File: config.mk
export PLATFORM = sky130hd
export DESIGN_NAME = seg7_ctrl
export DESIGN_NICKNAME = d
export VERILOG_FILES = /design/src/rtl/seg7_ctrl.sv
export SDC_FILE = /design/constraint.sdc
export NUM_CORES = 1
export LEC_CHECK = 0
export CAP_MARGIN = 10
export CORE_UTILIZATION = 51
export DETAILED_ROUTE_END_ITERATION = 6
export PLACE_DENSITY = 0.8
export SETUP_SLACK_MARGIN = 0.4
export SYNTH_ARGS = -nofsm -noshare
export SYNTH_HDL_FRONTEND = slang
export SYNTH_SLANG_ARGS = --single-unit
File: constraint.sdc
create_clock -name clk -period 5.36 [get_ports clk]
set_clock_uncertainty 0.15 [all_clocks]
set_input_delay 0.804 -clock clk [delete_from_list [all_inputs] [get_ports clk]]
set_output_delay 0.804 -clock clk [all_outputs]
set_load 0.01 [all_outputs]
File: src/rtl/seg7_ctrl.sv
// Register front-end for the 8-digit seven-segment display: single-outstanding
// bus slave, display data/blank registers and a prescaled blink cadence.
module seg7_ctrl #(
  parameter int CLK_HZ   = 100000000,
  parameter int BLINK_HZ = 2
) (
  input  logic        clk,
  input  logic        rst,
  input  logic        req_valid,
  output logic        req_ready,
  input  logic        req_we,
  input  logic [3:0]  req_addr,
  input  logic [31:0] req_wdata,
  input  logic [3:0]  req_wstrb,
  output logic        resp_valid,
  input  logic        resp_ready,
  output logic [31:0] resp_rdata,
  output logic [31:0] disp_data,
  output logic [7:0]  disp_blank
);

  localparam int HALF = CLK_HZ / (2 * BLINK_HZ);
  localparam int PW   = $clog2(HALF);

  typedef enum logic {IDLE, RESP} state_t;

  state_t        state;
  logic [31:0]   data_q;
  logic [7:0]    mask_q;
  logic          blink_en;
  logic          hold;
  logic [PW-1:0] presc;
  logic          phase;

  logic          acc, wr;
  logic [1:0]    sel;
  logic          ctrl_wr;
  logic          blink_nxt;
  logic [31:0]   rd_val;
  logic          unused_ok;

  assign unused_ok = ^req_addr[1:0];

  always_comb begin
    acc       = (state == IDLE) && req_valid;
    wr        = acc && req_we;
    sel       = req_addr[3:2];
    ctrl_wr   = wr && (sel == 2'd2) && req_wstrb[0];
    blink_nxt = ctrl_wr ? req_wdata[0] : blink_en;
    rd_val    = '0;
    case (sel)
      2'd0: rd_val = data_q;
      2'd1: rd_val = {24'b0, mask_q};
      2'd2: rd_val = {30'b0, hold, blink_en};
      2'd3: rd_val = {30'b0, hold, phase};
      default: rd_val = '0;
    endcase
  end

  always_ff @(posedge clk or posedge rst) begin
    if (rst) begin
      state      <= IDLE;
      req_ready  <= 1'b1;
      resp_valid <= 1'b0;
      resp_rdata <= '0;
      data_q     <= '0;
      mask_q     <= '0;
      blink_en   <= 1'b0;
      hold       <= 1'b0;
      presc      <= '0;
      phase      <= 1'b0;
      disp_data  <= '0;
      disp_blank <= '0;
    end else begin
      case (state)
        IDLE: if (req_valid) begin
          state      <= RESP;
          req_ready  <= 1'b0;
          resp_valid <= 1'b1;
          resp_rdata <= req_we ? 32'b0 : rd_val;
        end
        RESP: if (resp_ready) begin
          state      <= IDLE;
          req_ready  <= 1'b1;
          resp_valid <= 1'b0;
          resp_rdata <= '0;
        end
        default: state <= IDLE;
      endcase

      if (wr && sel == 2'd0) begin
        for (int b = 0; b < 4; b++)
          if (req_wstrb[b]) data_q[8*b +: 8] <= req_wdata[8*b +: 8];
      end
      if (wr && sel == 2'd1 && req_wstrb[0]) mask_q <= req_wdata[7:0];
      if (ctrl_wr) begin
        blink_en <= req_wdata[0];
        hold     <= req_wdata[1];
      end

      // Counting only continues when blink stays enabled across this edge;
      // a disable or a fresh enable restarts the cadence from phase 0.
      if (!blink_en || !blink_nxt) begin
        presc <= '0;
        phase <= 1'b0;
      end else if (presc == PW'(HALF - 1)) begin
        presc <= '0;
        phase <= ~phase;
      end else begin
        presc <= presc + 1'b1;
      end

      if (!hold) disp_data <= data_q;
      disp_blank <= (blink_en && phase) ? 8'hFF : mask_q;
    end
  end

endmodule

==> metrics.csv <==
stage,metric,value,unit
yosys,synthesized instance count,426,
cells_and_area,signed area change from the synthesized netlist to the final layout,32.6,%
timing,Tcrit/Tclk final,54.6,%
cts,clock tree from TritonCTS,done,
critical_path,CP Launch Point,req_valid,
critical_path,worst stage delay on the critical path,0.89,ns
cts,CTS Hold Buffers Added,0,
power_and_ir_drop,clock group share of total power,36.6,%
global_routing,antenna violations before repair,0,
timing,number of pins exceeding their max-slew limit in the final report,0,
cts,post-CTS resize count,0,
timing,total negative setup slack,0,ns
cells_and_area,number of antenna cells inserted,0,
critical_path,"critical path fanouts, max",24,
placed_design,half-perimeter wire length after placement,8670,µm
critical_path,cell-by-cell trace of the critical path,clkdlybuf4s50_1 > nand2b_1 > or3_1 > nor2_2 > a22o_1,
cts,buffer levels on the longest clock path,2,
global_routing,busiest layer in global routing,met2,
critical_path,cell class contributing the biggest share of worst-path delay,simple AND/OR/NAND/NOR gates,
floorplanning,starting density of the core,52.8,%
critical_path,Reg-to-Reg End,presc[6],
power_and_ir_drop,NetSw,0.000800,W
cts,total clock sinks,143,
cells_and_area,post-route cell area,7660,µm²
yosys,number of flops mapped to enable cells by yosys,0,
power_and_ir_drop,Pint,0.00237,W
cts,clock-pin slew of the registers on the worst-case setup and hold paths,0.05,ns
cts,CTS buffer count,17,
route,average vias per placed instance,5.70,
critical_path,required time of the worst setup path,5.56,ns
yosys,mean post-synth cell area,13.6,µm²
yosys,number of distinct library cells after synthesis,46,
yosys,post-synthesis async set-or-reset flop share,100,%
timing,shortest clock period the worst path allows after layout,2.93,ns
critical_path,launch instance of the worst register-to-register path,presc[0],
placed_design,Area after DPL,7070,µm²
global_routing,vias in the first global route,4061,
placed_design,number of buffers inserted by port buffering,116,
cts,master cell of the clock root buffer,sky130_fd_sc_hd__clkbuf_16,
cts,clock insertion delay at the later pin of the skew report,0.42,ns
power_and_ir_drop,switching share of power,25.2,%
floorplanning,die footprint,11800,µm²
cells_and_area,Util after Layout,70.1,%
critical_path,reg-to-reg setup timing slack,2.75,ns
global_routing,met3 demand-to-capacity share in global routing,7.35,%
placed_design,Routability Congestion,0.827,
timing,Hold Worst Slack,0.322,ns
floorplanning,total number of placement rows,38,
route,DRC violations left,0,
yosys,synthesis warning total,0,
power_and_ir_drop,worst IR drop on VDD,0.335,mV
global_routing,Global Route Usage Sum,23.7,%
timing,total of endpoints with negative setup slack in the final report,0,
timing,Max Clock Freq,0.342,GHz
cts,number of setup buffers added after CTS,0,
yosys,area fraction of the dominant cell type after synthesis,61.5,%
timing,RSZ-0062 raised after global routing,false,
floorplanning,Die Span X,108,µm
floorplanning,area of the placeable core,10900,µm²
global_routing,met2 routing resource usage after global routing,37.8,%
route,DRC marker count from the first detailed-route iteration,273,
route,routed wire length per instance,18.5,µm
critical_path,WP depth,5,
critical_path,buffers plus inverters on the worst setup path,1,
critical_path,termination of the worst setup path,resp_rdata[21],
global_routing,Overflow after GRT,0,
cells_and_area,number of nets in the final layout,595,
critical_path,data arrival at the endpoint of the critical path,3.12,ns
yosys,"Top FF cell, synth",sky130_fd_sc_hd__dfrtp_1,
critical_path,Slowest cell on crit path,sky130_fd_sc_hd__nor2_2,
critical_path,Startpoint Class,input pin,
global_routing,pin count of the biggest net entering global routing,119,
critical_path,class of the most critical setup path,in2reg,
timing,worst relative slew slack,25.9,%
power_and_ir_drop,share of power burned in combinational logic,19.6,%
cts,H-Tree Level Count,4,
route,total detailed-routing wirelength,13000,µm
timing,Final Hold Viols,0,
yosys,flip-flop and latch count after synthesis,143,
critical_path,cells on worst reg2reg path,5,
floorplanning,Top Ports,119,
route,Detailed Routing Iterations Pass 1,4,
power_and_ir_drop,sequential share of power,43.8,%
power_and_ir_drop,Power per Cell Area,414,nW/µm²
hold_path,class of the tightest hold or removal check,reg2reg,
global_routing,M1 GR Usage,30.4,%
job,total of max-cap violations,0,
yosys,synthesized area,5780,µm²
timing,slew of the pin with the lowest slew margin,1.11,ns
yosys,library cell occupying the most area in the post-synthesis netlist,sky130_fd_sc_hd__dfrtp_1,
power_and_ir_drop,static leakage,3.34,nW
floorplanning,Die Ht,108,µm
yosys,top cells by area in the synthesized netlist,"sky130_fd_sc_hd__dfrtp_1, sky130_fd_sc_hd__mux2_2, sky130_fd_sc_hd__a22o_1",
critical_path,capturing element type of the critical path,flop,
outcome,status,finished clean,
global_routing,wire length of the first global-routing pass,20700,µm
power_and_ir_drop,Total Power Consumption,0.00317,W
yosys,proportion of synthesized chip area in sequential cells,62.0,%
route,"antenna viol nets, final",0,
route,via count,3990,
yosys,syn_nets,472,
cells_and_area,layout cell share with drive strength beyond 1,22.1,%
synth_stat cells (2+ instances only):
library cell / instances
sky130_fd_sc_hd__dfrtp_1: 142
sky130_fd_sc_hd__mux2_2: 74
sky130_fd_sc_hd__a22o_1: 26
sky130_fd_sc_hd__nor2_1: 25
sky130_fd_sc_hd__nand2_1: 20
sky130_fd_sc_hd__o21ai_0: 11
sky130_fd_sc_hd__a21oi_1: 10
sky130_fd_sc_hd__nand2b_1: 10
sky130_fd_sc_hd__clkbuf_1: 9
sky130_fd_sc_hd__nand3_1: 9
sky130_fd_sc_hd__xnor2_1: 9
sky130_fd_sc_hd__inv_1: 8
sky130_fd_sc_hd__mux2i_1: 7
sky130_fd_sc_hd__nand4_1: 7
sky130_fd_sc_hd__nor4_1: 5
sky130_fd_sc_hd__xor2_1: 5
sky130_fd_sc_hd__nor3_1: 4
sky130_fd_sc_hd__o31ai_1: 4
sky130_fd_sc_hd__a31o_2: 3
sky130_fd_sc_hd__buf_2: 3
sky130_fd_sc_hd__nand4b_1: 3
sky130_fd_sc_hd__and4_1: 2
sky130_fd_sc_hd__buf_4: 2
sky130_fd_sc_hd__o41ai_1: 2
sky130_fd_sc_hd__or3_1: 2
sky130_fd_sc_hd__or3_2: 2
sky130_fd_sc_hd__or4_1: 2
sky130_fd_sc_hd__or4b_1: 2
power groups by stage:
stage | registers, W | logic, W | clock network, W
detailed placement | 0.00140 | 0.000628 | 0
finish | 0.00139 | 0.000622 | 0.00116
global route | 0.00141 | 0.000669 | 0.00123
global placement | 0.00138 | 0.000609 | 0
CTS | 0.00139 | 0.000632 | 0.00118
floorplan | 0.00143 | 0.000260 | 0
placed cells by master (no fill, tap or decap), types with 10 or more instances in the layout:
cell type	n
sky130_fd_sc_hd__o21ai_0	11
sky130_fd_sc_hd__a21oi_1	10
sky130_fd_sc_hd__nand2b_1	10
sky130_fd_sc_hd__mux2_2	74
sky130_fd_sc_hd__dfrtp_1	142
sky130_fd_sc_hd__nor2_1	24
sky130_fd_sc_hd__nand2_1	20
sky130_fd_sc_hd__a22o_1	26
sky130_fd_sc_hd__clkbuf_16	17
sky130_fd_sc_hd__clkdlybuf4s50_1	116
per-stage QoR:
stage / instances / worst slack, ns
after floorplan: 426 / 0.570
after global placement: 670 / 2.04
after detailed placement: 670 / 1.97
after CTS: 700 / 2.43
after global routing: 700 / 2.36
final: 700 / 2.43
worst min-delay path by stage:
| stage | from | to | depth (start not counted) |
|---|---|---|---|
| 6_report | presc[0] | presc[0] | 1 |
| 2_1_floorplan | presc[0] | presc[0] | 1 |
| 4_1_cts | presc[0] | presc[0] | 1 |
| 3_5_place_dp | presc[0] | presc[0] | 1 |
| 5_1_grt | presc[0] | presc[0] | 1 |
| 3_3_place_gp | presc[0] | presc[0] | 1 |
per-layer routing:
metal  share of wire, %  vias to the layer above
met4                2.0                        0
met2                 49                      120
met5                  0                        -
met3                5.9                       20
li1                   -                     1794
met1                 43                     2056
sequential cells by signal (all words and copies together), names as in the netlist:
signal,flops
disp_blank,8
resp_valid,1
data_q,32
disp_data,32
hold,1
req_ready,1
state,1
phase,1
mask_q,8
blink_en,1
resp_rdata,32
presc,25
logic make-up after synthesis:
logic type	count (synthesis)	share of synthesized area, %
xor+xnor	14	2.12
flops	143	62.0
fa+ha+maj	1	0.217
compound gates	61	7.95
mux	82	16.0
buf+inv	23	1.82
simple gates	102	9.92
area by class of cell:
class / instances / area (µm²)
clock buffer: 21 / 480
clock inverter: 9 / 109
fill: 753 / 3270
inverter: 8 / 35.0
multi-input combinational: 260 / 2100
sequential: 143 / 3580
tap: 140 / 175
timing repair buffer: 119 / 1180
Power figures use the tool's default switching activity.
